### config.mk
export PLATFORM = sky130hd
export DESIGN_NAME = uart_tx_arbiter_flat
export DESIGN_NICKNAME = d
export VERILOG_FILES = /design/src/rtl/uart_tx_arbiter_if.sv /design/src/rtl/uart_tx_arbiter.sv /design/src/flat_wrapper.sv
export SDC_FILE = /design/constraint.sdc
export NUM_CORES = 1
export LEC_CHECK = 0
export CAP_MARGIN = 20
export CORE_AREA = 4 4 74 76
export DETAILED_ROUTE_END_ITERATION = 12
export DIE_AREA = 0 0 78 80
export PLACE_DENSITY = 0.84
export SLEW_MARGIN = 20
export SYNTH_ARGS = -nofsm -noshare
export SYNTH_HDL_FRONTEND = slang
export SYNTH_SLANG_ARGS = --single-unit
### constraint.sdc
create_clock -name clk -period 2.72 [get_ports clk]
set_input_delay 0.68 -clock clk [delete_from_list [all_inputs] [get_ports clk]]
set_output_delay 0.68 -clock clk [all_outputs]
set_load 0.02 [all_outputs]
### src/rtl/uart_tx_arbiter_if.sv
// uart_tx_arbiter_if: request-side and engine-side signals of the UART TX arbiter
interface uart_tx_arbiter_if #(
    parameter int NREQ = 4
);
    localparam int GW = $clog2(NREQ);
    logic [NREQ-1:0]   req_valid;
    logic [NREQ*8-1:0] req_data;
    logic [NREQ-1:0]   req_last;
    logic [NREQ-1:0]   req_ready;
    logic              tx_start;
    logic [7:0]        tx_data;
    logic              tx_done;
    logic [GW-1:0]     grant_id;
    logic              active;
    logic              err_tmo;
    modport master (
        input  req_valid, req_data, req_last, tx_done,
        output req_ready, tx_start, tx_data, grant_id, active, err_tmo
    );
    modport slave (
        output req_valid, req_data, req_last, tx_done,
        input  req_ready, tx_start, tx_data, grant_id, active, err_tmo
    );
endinterface

### src/rtl/uart_tx_arbiter.sv
// uart_tx_arbiter: round-robin burst arbiter sharing one UART TX engine; UART_ARB_TAG_EN adds a per-burst header byte
module uart_tx_arbiter #(
    parameter int NREQ      = 4,
    parameter int MAX_BURST = 16,
    parameter int TIMEOUT   = 65535
) (
    input logic               clk,
    input logic               rst_n,
    uart_tx_arbiter_if.master bus
);
    localparam int GW = $clog2(NREQ);
    typedef enum logic [1:0] {IDLE, TAG, LOAD, WAIT} state_t;
    state_t          state_q, state_d;
    logic [GW-1:0]   grant_q, grant_d, rr_q, rr_d, pick, cand;
    logic [7:0]      tx_data_q, tx_data_d, cnt_q, cnt_d;
    logic [15:0]     wd_q, wd_d;
    logic            last_q, last_d, tag_q, tag_d, found, tx_start, err_tmo;
    logic [NREQ-1:0] req_ready;
    logic            sel_valid, sel_last;
    logic [7:0]      sel_data;

    assign sel_valid = bus.req_valid[grant_q];
    assign sel_last  = bus.req_last[grant_q];
    assign sel_data  = bus.req_data[{grant_q, 3'b000} +: 8];

    // Round-robin search: first valid requester after the previous owner, wrapping
    always_comb begin
        found = 1'b0;
        pick  = '0;
        cand  = '0;
        for (int k = 1; k <= NREQ; k++) begin
            cand = GW'((int'(rr_q) + k) % NREQ);
            if (!found && bus.req_valid[cand]) begin
                found = 1'b1;
                pick  = cand;
            end
        end
    end

    // Burst sequencing: grant, hand bytes to the engine, wait for tx_done or watchdog
    always_comb begin
        state_d   = state_q;
        grant_d   = grant_q;
        rr_d      = rr_q;
        tx_data_d = tx_data_q;
        cnt_d     = cnt_q;
        wd_d      = wd_q;
        last_d    = last_q;
        tag_d     = tag_q;
        req_ready = '0;
        tx_start  = 1'b0;
        err_tmo   = 1'b0;
        case (state_q)
            IDLE: if (found) begin
                grant_d = pick;
                rr_d    = pick;
                cnt_d   = '0;
`ifdef UART_ARB_TAG_EN
                tx_data_d = 8'hA0 | 8'(pick);
                state_d   = TAG;
`else
                state_d   = LOAD;
`endif
            end
`ifdef UART_ARB_TAG_EN
            TAG: begin
                tx_start = 1'b1;
                tag_d    = 1'b1;
                last_d   = 1'b0;
                wd_d     = '0;
                state_d  = WAIT;
            end
`endif
            LOAD: if (sel_valid) begin
                req_ready[grant_q] = 1'b1;
                tx_start  = 1'b1;
                tx_data_d = sel_data;
                last_d    = sel_last;
                tag_d     = 1'b0;
                cnt_d     = cnt_q + 8'd1;
                wd_d      = '0;
                state_d   = WAIT;
            end
            WAIT: if (bus.tx_done) begin
                if (!tag_q && (last_q || cnt_q == 8'(MAX_BURST))) begin
                    state_d = IDLE;
                    cnt_d   = '0;
                end else begin
                    state_d = LOAD;
                end
            end else if (wd_q == 16'(TIMEOUT)) begin
                err_tmo = 1'b1;
                state_d = IDLE;
                cnt_d   = '0;
            end else begin
                wd_d = wd_q + 16'd1;
            end
            default: state_d = IDLE;
        endcase
    end

    // State and datapath registers; rr starts at NREQ-1 so requester 0 wins first
    always_ff @(posedge clk or negedge rst_n) begin
        if (!rst_n) begin
            state_q   <= IDLE;
            grant_q   <= '0;
            rr_q      <= GW'(NREQ - 1);
            tx_data_q <= '0;
            cnt_q     <= '0;
            wd_q      <= '0;
            last_q    <= 1'b0;
            tag_q     <= 1'b0;
        end else begin
            state_q   <= state_d;
            grant_q   <= grant_d;
            rr_q      <= rr_d;
            tx_data_q <= tx_data_d;
            cnt_q     <= cnt_d;
            wd_q      <= wd_d;
            last_q    <= last_d;
            tag_q     <= tag_d;
        end
    end

    assign bus.req_ready = req_ready;
    assign bus.tx_start  = tx_start;
    assign bus.tx_data   = tx_data_q;
    assign bus.grant_id  = grant_q;
    assign bus.active    = state_q != IDLE;
    assign bus.err_tmo   = err_tmo;
endmodule

### src/flat_wrapper.sv
// flat-port wrapper written by rule: the top's interface ports become plain ports
module uart_tx_arbiter_flat 
#(
    parameter int NREQ      = 4,
    parameter int MAX_BURST = 16,
    parameter int TIMEOUT   = 65535
)
  (clk, rst_n, bus_req_valid, bus_req_data, bus_req_last, bus_tx_done, bus_req_ready, bus_tx_start, bus_tx_data, bus_grant_id, bus_active, bus_err_tmo);
  uart_tx_arbiter_if #(.NREQ(NREQ)) bus_i ();
  input logic clk;
  input logic rst_n;
  input wire logic [$bits(bus_i.req_valid)-1:0] bus_req_valid;
  input wire logic [$bits(bus_i.req_data)-1:0] bus_req_data;
  input wire logic [$bits(bus_i.req_last)-1:0] bus_req_last;
  input wire logic [$bits(bus_i.tx_done)-1:0] bus_tx_done;
  output wire logic [$bits(bus_i.req_ready)-1:0] bus_req_ready;
  output wire logic [$bits(bus_i.tx_start)-1:0] bus_tx_start;
  output wire logic [$bits(bus_i.tx_data)-1:0] bus_tx_data;
  output wire logic [$bits(bus_i.grant_id)-1:0] bus_grant_id;
  output wire logic [$bits(bus_i.active)-1:0] bus_active;
  output wire logic [$bits(bus_i.err_tmo)-1:0] bus_err_tmo;
  assign bus_i.req_valid = bus_req_valid;
  assign bus_i.req_data = bus_req_data;
  assign bus_i.req_last = bus_req_last;
  assign bus_i.tx_done = bus_tx_done;
  assign bus_req_ready = bus_i.req_ready;
  assign bus_tx_start = bus_i.tx_start;
  assign bus_tx_data = bus_i.tx_data;
  assign bus_grant_id = bus_i.grant_id;
  assign bus_active = bus_i.active;
  assign bus_err_tmo = bus_i.err_tmo;
  uart_tx_arbiter #(.NREQ(NREQ), .MAX_BURST(MAX_BURST), .TIMEOUT(TIMEOUT)) u_core (.clk(clk), .rst_n(rst_n), .bus(bus_i));
endmodule
# Word-level counts from Yosys, hierarchy flattened
# Cells that the tools add are included.
# W data, S select, Z words.
dict set report classes {
  mux 45
  eq_ne 10
  shifts 1
  magnitude_cmp 6
  n_reduce_logical 17
  addsub 6
}
# op n
set ops {}
lappend ops {{$mux W16} 3}
lappend ops {{$mux W8} 5}
lappend ops {{$pmux W16 S2} 1}
lappend ops {{$shiftx A32 B6 Y8} 1}
lappend ops {{$pmux W8 S3} 1}
lappend ops {{$mux W2} 9}
lappend ops {{$add A16 B1 Y16 const B} 1}
lappend ops {{$eq A16 B16 Y1 const B} 1}
lappend ops {{$mux W1} 16}
lappend ops {{$lt A2 B3 Y1 const B} 5}
lappend ops {{$bmux W1 S2} 6}
lappend ops {{$add A8 B1 Y8 const B} 1}
lappend ops {{$eq A8 B5 Y1 const B} 1}
lappend ops {{$mux W4} 2}
lappend ops {{$ne A3 B2 Y1 const B} 2}
lappend ops {{$pmux W2 S3} 1}
lappend ops {{$reduce_and A5 Y1} 1}
lappend ops {{$add A2 B1 Y2 const B} 2}
lappend ops {{$add A2 B2 Y2 const B} 2}
lappend ops {{$eq A2 B2 Y1 const B} 2}
lappend ops {{$logic_and A1 B1 Y1} 4}
lappend ops {{$ne A2 B1 Y1 const B} 2}
lappend ops {{$ne A2 B2 Y1 const B} 2}
lappend ops {{$reduce_and A2 Y1} 2}
lappend ops {{other kinds (9)} 12}
dict set report word_totals {
  ff_bits 39
  inputBits 43
}

# Depth between registers and ports, before layout
# Gate-level depths: netlist (run 1).
dict set report logic_depth {
  depth_word 15
  depth_mapped 8
}

# Worst setup path after synthesis (run 1)
# Ideal clock, no wire load.
dict set report synth_timing {
  path_kind {register -> output}
  from {reg u_core.wd_q[0]}
  to {out bus_err_tmo}
  n_path_buf 0
  required_time_ns 2.040
  setup_slack_ns 0.282
  arrival_ns 1.758
  path_stages_with_launch 6
  cell_sequence {dfrtp_1 -> ha_1 -> nand2_1 -> nor4_1 -> nand2_1 -> nor2_1}
}
dict set report synth_between {
  elab_chain_cells 4
}
# element line_no
set synth_lines {}
lappend synth_lines {{start: declaration} uart_tx_arbiter.sv:16} ;# logic [15:0] wd_q, wd_d;
lappend synth_lines {{start signal: assignment} uart_tx_arbiter.sv:119} ;# wd_q <= wd_d;
lappend synth_lines {{$eq A16 B16 Y1} uart_tx_arbiter.sv:91} ;# end else if (wd_q == 16'(TIMEOUT)) begin
lappend synth_lines {{$mux W1} uart_tx_arbiter.sv:91}
lappend synth_lines {{$mux W1} uart_tx_arbiter.sv:84} ;# WAIT: if (bus.tx_done) begin
lappend synth_lines {{$mux W1} uart_tx_arbiter.sv:53} ;# case (state_q)
lappend synth_lines {{end: declaration} flat_wrapper.sv:21} ;# output wire logic [$bits(bus_i.err_tmo)-1:0] bus_err_tmo;
# No other way between the ends.

# Worst setup path in the final report (run 1)
dict set report layout_timing {
  from {in bus_req_valid[1]}
  to {out bus_req_ready[3]}
}
dict set report layout_between {
  elab_chain_cells 4
}
# element line_no
set layout_lines {}
lappend layout_lines {{start: declaration} flat_wrapper.sv:12} ;# input wire logic [$bits(bus_i.req_valid)-1:0] bus_req_valid;
lappend layout_lines {{$bmux W1 S2} uart_tx_arbiter.sv:22} ;# assign sel_valid = bus.req_valid[grant_q];
lappend layout_lines {{$mux W1 (not written as such)} uart_tx_arbiter.sv:22}
lappend layout_lines {{$mux W4} uart_tx_arbiter.sv:74} ;# LOAD: if (sel_valid) begin
lappend layout_lines {{$mux W4} uart_tx_arbiter.sv:53}
lappend layout_lines {{end: declaration} flat_wrapper.sv:16} ;# output wire logic [$bits(bus_i.req_ready)-1:0] bus_req_ready;
# No other way between the ends. The select of a mux whose other input is x is not followed.

==> impl_metrics.csv, run 1 <==
group,metric,value,unit
clocking,clkLatencyLatePin,0.29,ns
sta,fmax,380,MHz
synthesis,ys_ff_latch,39,
cells_and_area,antenna_cells,0,
synthesis,netlist_top_cells_area,"dfrtp_1 (40%), mux4_2 (8.8%), nor2_1 (5.1%), mux2_2 (4.9%), a21oi_1 (2.8%)",
placed_design,portBuffers,59,
sta,min_period,2.63,ns
worst_setup_path,required,2.04,ns
worst_setup_path,critical_path_class,"in -> out",
sta,relSlewSlack,43.2,%
pwr,p_leak,0.00135,uW
clocking,cts_buffers,5,
status,status,"finished, final reports clean",
detailed_routing,drt_first_pass_iters,4,
pwr,p_per_area,881,nW/um2
floorplanning,die-area,6240,um2
floorplanning,initial_core_util,48.8,%
worst_setup_path,rrSetupSlack,0.51,ns
detailed_routing,vias,2063,
cells_and_area,area_growth,37.4,%
global_routing,grt_max_degree,40,
synthesis,synth-main-ff-cell,"dfrtp_1",
cells_and_area,nNetsFinal,348,
worst_setup_path,worst-path-max-fanout,4,
detailed_routing,wl_per_cell,16.1,um
clocking,cts.clk_slew.worst_paths,0.07,ns
synthesis,synth_warnings,0,
cells_and_area,drive_gt1_share,19.5,%
synthesis,synth.top_cell.area_share,40.2,%
clocking,clk_path_buf_depth,2,
floorplanning,core,4720,um2
placed_design,gp_congestion,0.808,
global_routing,grt_remaining_overflow,0,
detailed_routing,drt_wl_total,5.95,mm
cells_and_area,final_util,67.0,%
worst_setup_path,r2r-start,"u_core.wd_q[1]",
sta,finalMaxSlewViolations,0,
worst_setup_path,reg2reg_to,"u_core.cnt_q[1]",
floorplanning,dieHeight,80,um
floorplanning,die_w,78,um
sta,fin_hold_ws,0.492,ns
worst_setup_path,cp-start-kind,"input port",
hold_path,hp-class,"in -> async",
sta,rsz0062_at_grt,"false",
floorplanning,num_rows,25,
clocking,cts_tree,"yes",
synthesis,synth_edf_count,0,
detailed_routing,drc,0,
placed_design,dpl.hpwl,4.44,mm
cells_and_area,mostFrequentLayoutCells,"clkdlybuf4s50_1 (52), dfrtp_1 (37), nor2_1 (31)",
worst_setup_path,critPathSlowestCell,"clkdlybuf4s50_1",
synthesis,postSynthCellCount,226,
global_routing,grt_pass1_wl,10.2,mm
global_routing,antenna_found_initial,0,
cells_and_area,layout_commonest_cell,"clkdlybuf4s50_1",
sta,setup_viol,0,
sta,hold_viol,0,
synthesis,ys_types,49,
clocking,postCtsSetupBuffers,0,
pwr,peakVddDrop,0.597,mV
worst_setup_path,arrival,1.95,ns
synthesis,syn_area_per_cell,10.2,um2
sta,finClkSkew,0.00605,ns
flow_run,max_cap_viol_count,0,
synthesis,syn_nets,272,
worst_setup_path,r2r_cells,6,
detailed_routing,antenna_left,0,
cells_and_area,fill_cells,368,
detailed_routing,viasPerCell,5.58,
worst_setup_path,path_cells,"clkdlybuf4s50_1 > mux2_2 > nand3_1 > nor2_1 > dlygate4sd2_1",
synthesis,ys_seq_area_share,42.5,%
worst_setup_path,max_stage_delay,0.49,ns
worst_setup_path,worst_setup_path_end_kind,"output pin",
floorplanning,ios,60,
synthesis,synth_largest_area_cell,"dfrtp_1",
sta,period_share,96.8,%
sta,worst_pin_slew,0.852,ns
clocking,htreeDepth,2,
detailed_routing,first_iter_violations,148,
synthesis,syn_area,2300,um2
global_routing,grt_use_total,20.4,%
global_routing,grt_pass1_vias,2149,
clocking,ctsRootBufferMaster,"clkbuf_8",
clocking,cts_sinks,39,
synthesis,async_reset_ff_share,100,%
[state kept, by name (all words and copies together), names as in the netlist]
register / count
u_core.rr_q: 2
u_core.cnt_q: 8
u_core.wd_q: 16
u_core.bus.tx_data: 8
u_core.last_q: 1
u_core.bus.grant_id: 2
u_core.state_q: 2
[per-layer routing]
layer / GRT usage [%] / vias up / part of all wire, %
met1: 24.4 / 999 / 41
met5: 0 / - / 0
li1: - / 984 / -
met3: 4.40 / 12 / 5.2
met2: 37.2 / 68 / 52
met4: 5.24 / 0 / 1.6
[logic make-up (layout without fill, tap and decap cells)]
family                     after synthesis  count (layout)  synth area share (%)
adders and majority gates                3               3                  1.63
muxes                                   23              23                  15.4
xor gates and xnor gates                11              11                  4.18
and+or+nand+nor                         84              84                  18.9
buffers and inverters                   20              97                  3.86
AOI/OAI and AO/OA                       46              46                  13.5
DFF                                     39              39                  42.5
[report_power, final]
group / total (uW) / internal, uW / switching, uW
clock: 429 / 231 / 198
combinational: 1450 / 716 / 737
sequential: 905 / 763 / 142
total: 2790 / 1710 / 1080
[synth_stat cells, drive strengths merged (2+ instances only)]
cell and number:
o211ai 5, xnor2 6, ha 3, inv 10, dfstp 2, o2111ai 2, a211oi 4, a21boi 2
nand2 13, o21ai 7, nor4b 2, xor2 5, mux2i 4, a21oi 13, nand2b 4, nand4b 2
nor4 3, nand3 7, mux2 10, or4 2, and3 5, a31oi 7, dfrtp 37, buf 5
nand4 7, mux4 9, clkbuf 5, nor2 31
[layout make-up]
type                            count  area, um2  share of cell area (%)
Timing Repair Buffer               79        717                    22.7
Multi-Input combinational cell    167       1250                    39.4
Sequential cell                    39        978                    30.9
Inverter                           10       37.5                    1.19
Tap cell                           67       83.8                    2.65
Clock buffer                        8        100                    3.16
[critical path: cells and delay by family]
kind	cells	cell delay, ns
buffers and inverters	2	0.83
muxes	1	0.17
and+or+nand+nor	2	0.27
[worst max-delay path by stage]
| stage | start | end | slack [ns] | cells past startpoint |
|---|---|---|---|---|
| 2_1_floorplan | u_core.wd_q[0] | bus_err_tmo | 0.28 | 5 |
| 6_report | bus_req_valid[1] | bus_req_ready[3] | 0.09 | 5 |
| 5_1_grt | u_core.wd_q[1] | bus_err_tmo | 0.006 | 6 |
| 3_3_place_gp | bus_req_valid[2] | bus_tx_start | -0.42 | 5 |
| 4_1_cts | bus_req_valid[2] | bus_req_ready[2] | 0.02 | 5 |
| 3_5_place_dp | bus_req_valid[2] | bus_tx_start | -0.43 | 5 |
[stage by stage]
step,cells,setup slack (ns),area (um2),power (uW),TNS [ns]
3_5_place_dp,362,-0.433,3070,2390,-1.55
4_1_cts,370,0.0164,3180,2810,0
6_report,370,0.0884,3160,2790,0
3_3_place_gp,362,-0.423,3070,2330,-1.41
2_1_floorplan,226,0.282,2300,1800,0
5_1_grt,370,0.00581,3160,2970,0
[what timing repair did]
item,in CTS,in global routing
hold buffers,0,0
resized for setup,16,2
setup endpoints to repair,6,2
pin swaps,0,0
Note: power is estimated with default switching activity, not from simulation.
==> inputs of run 2 (changes only) <==
--- a/config.mk
+++ b/config.mk
@@ -5,6 +5,7 @@
 export SDC_FILE = /design/constraint.sdc
 export NUM_CORES = 1
 export LEC_CHECK = 0
+export ABC_CLOCK_PERIOD_IN_PS = 2720
 export CAP_MARGIN = 20
 export CORE_AREA = 4 4 74 76
 export DETAILED_ROUTE_END_ITERATION = 12
==> results of run 2 <==
Same layout as run 1: the final DEF is identical, and so are final timing and power.
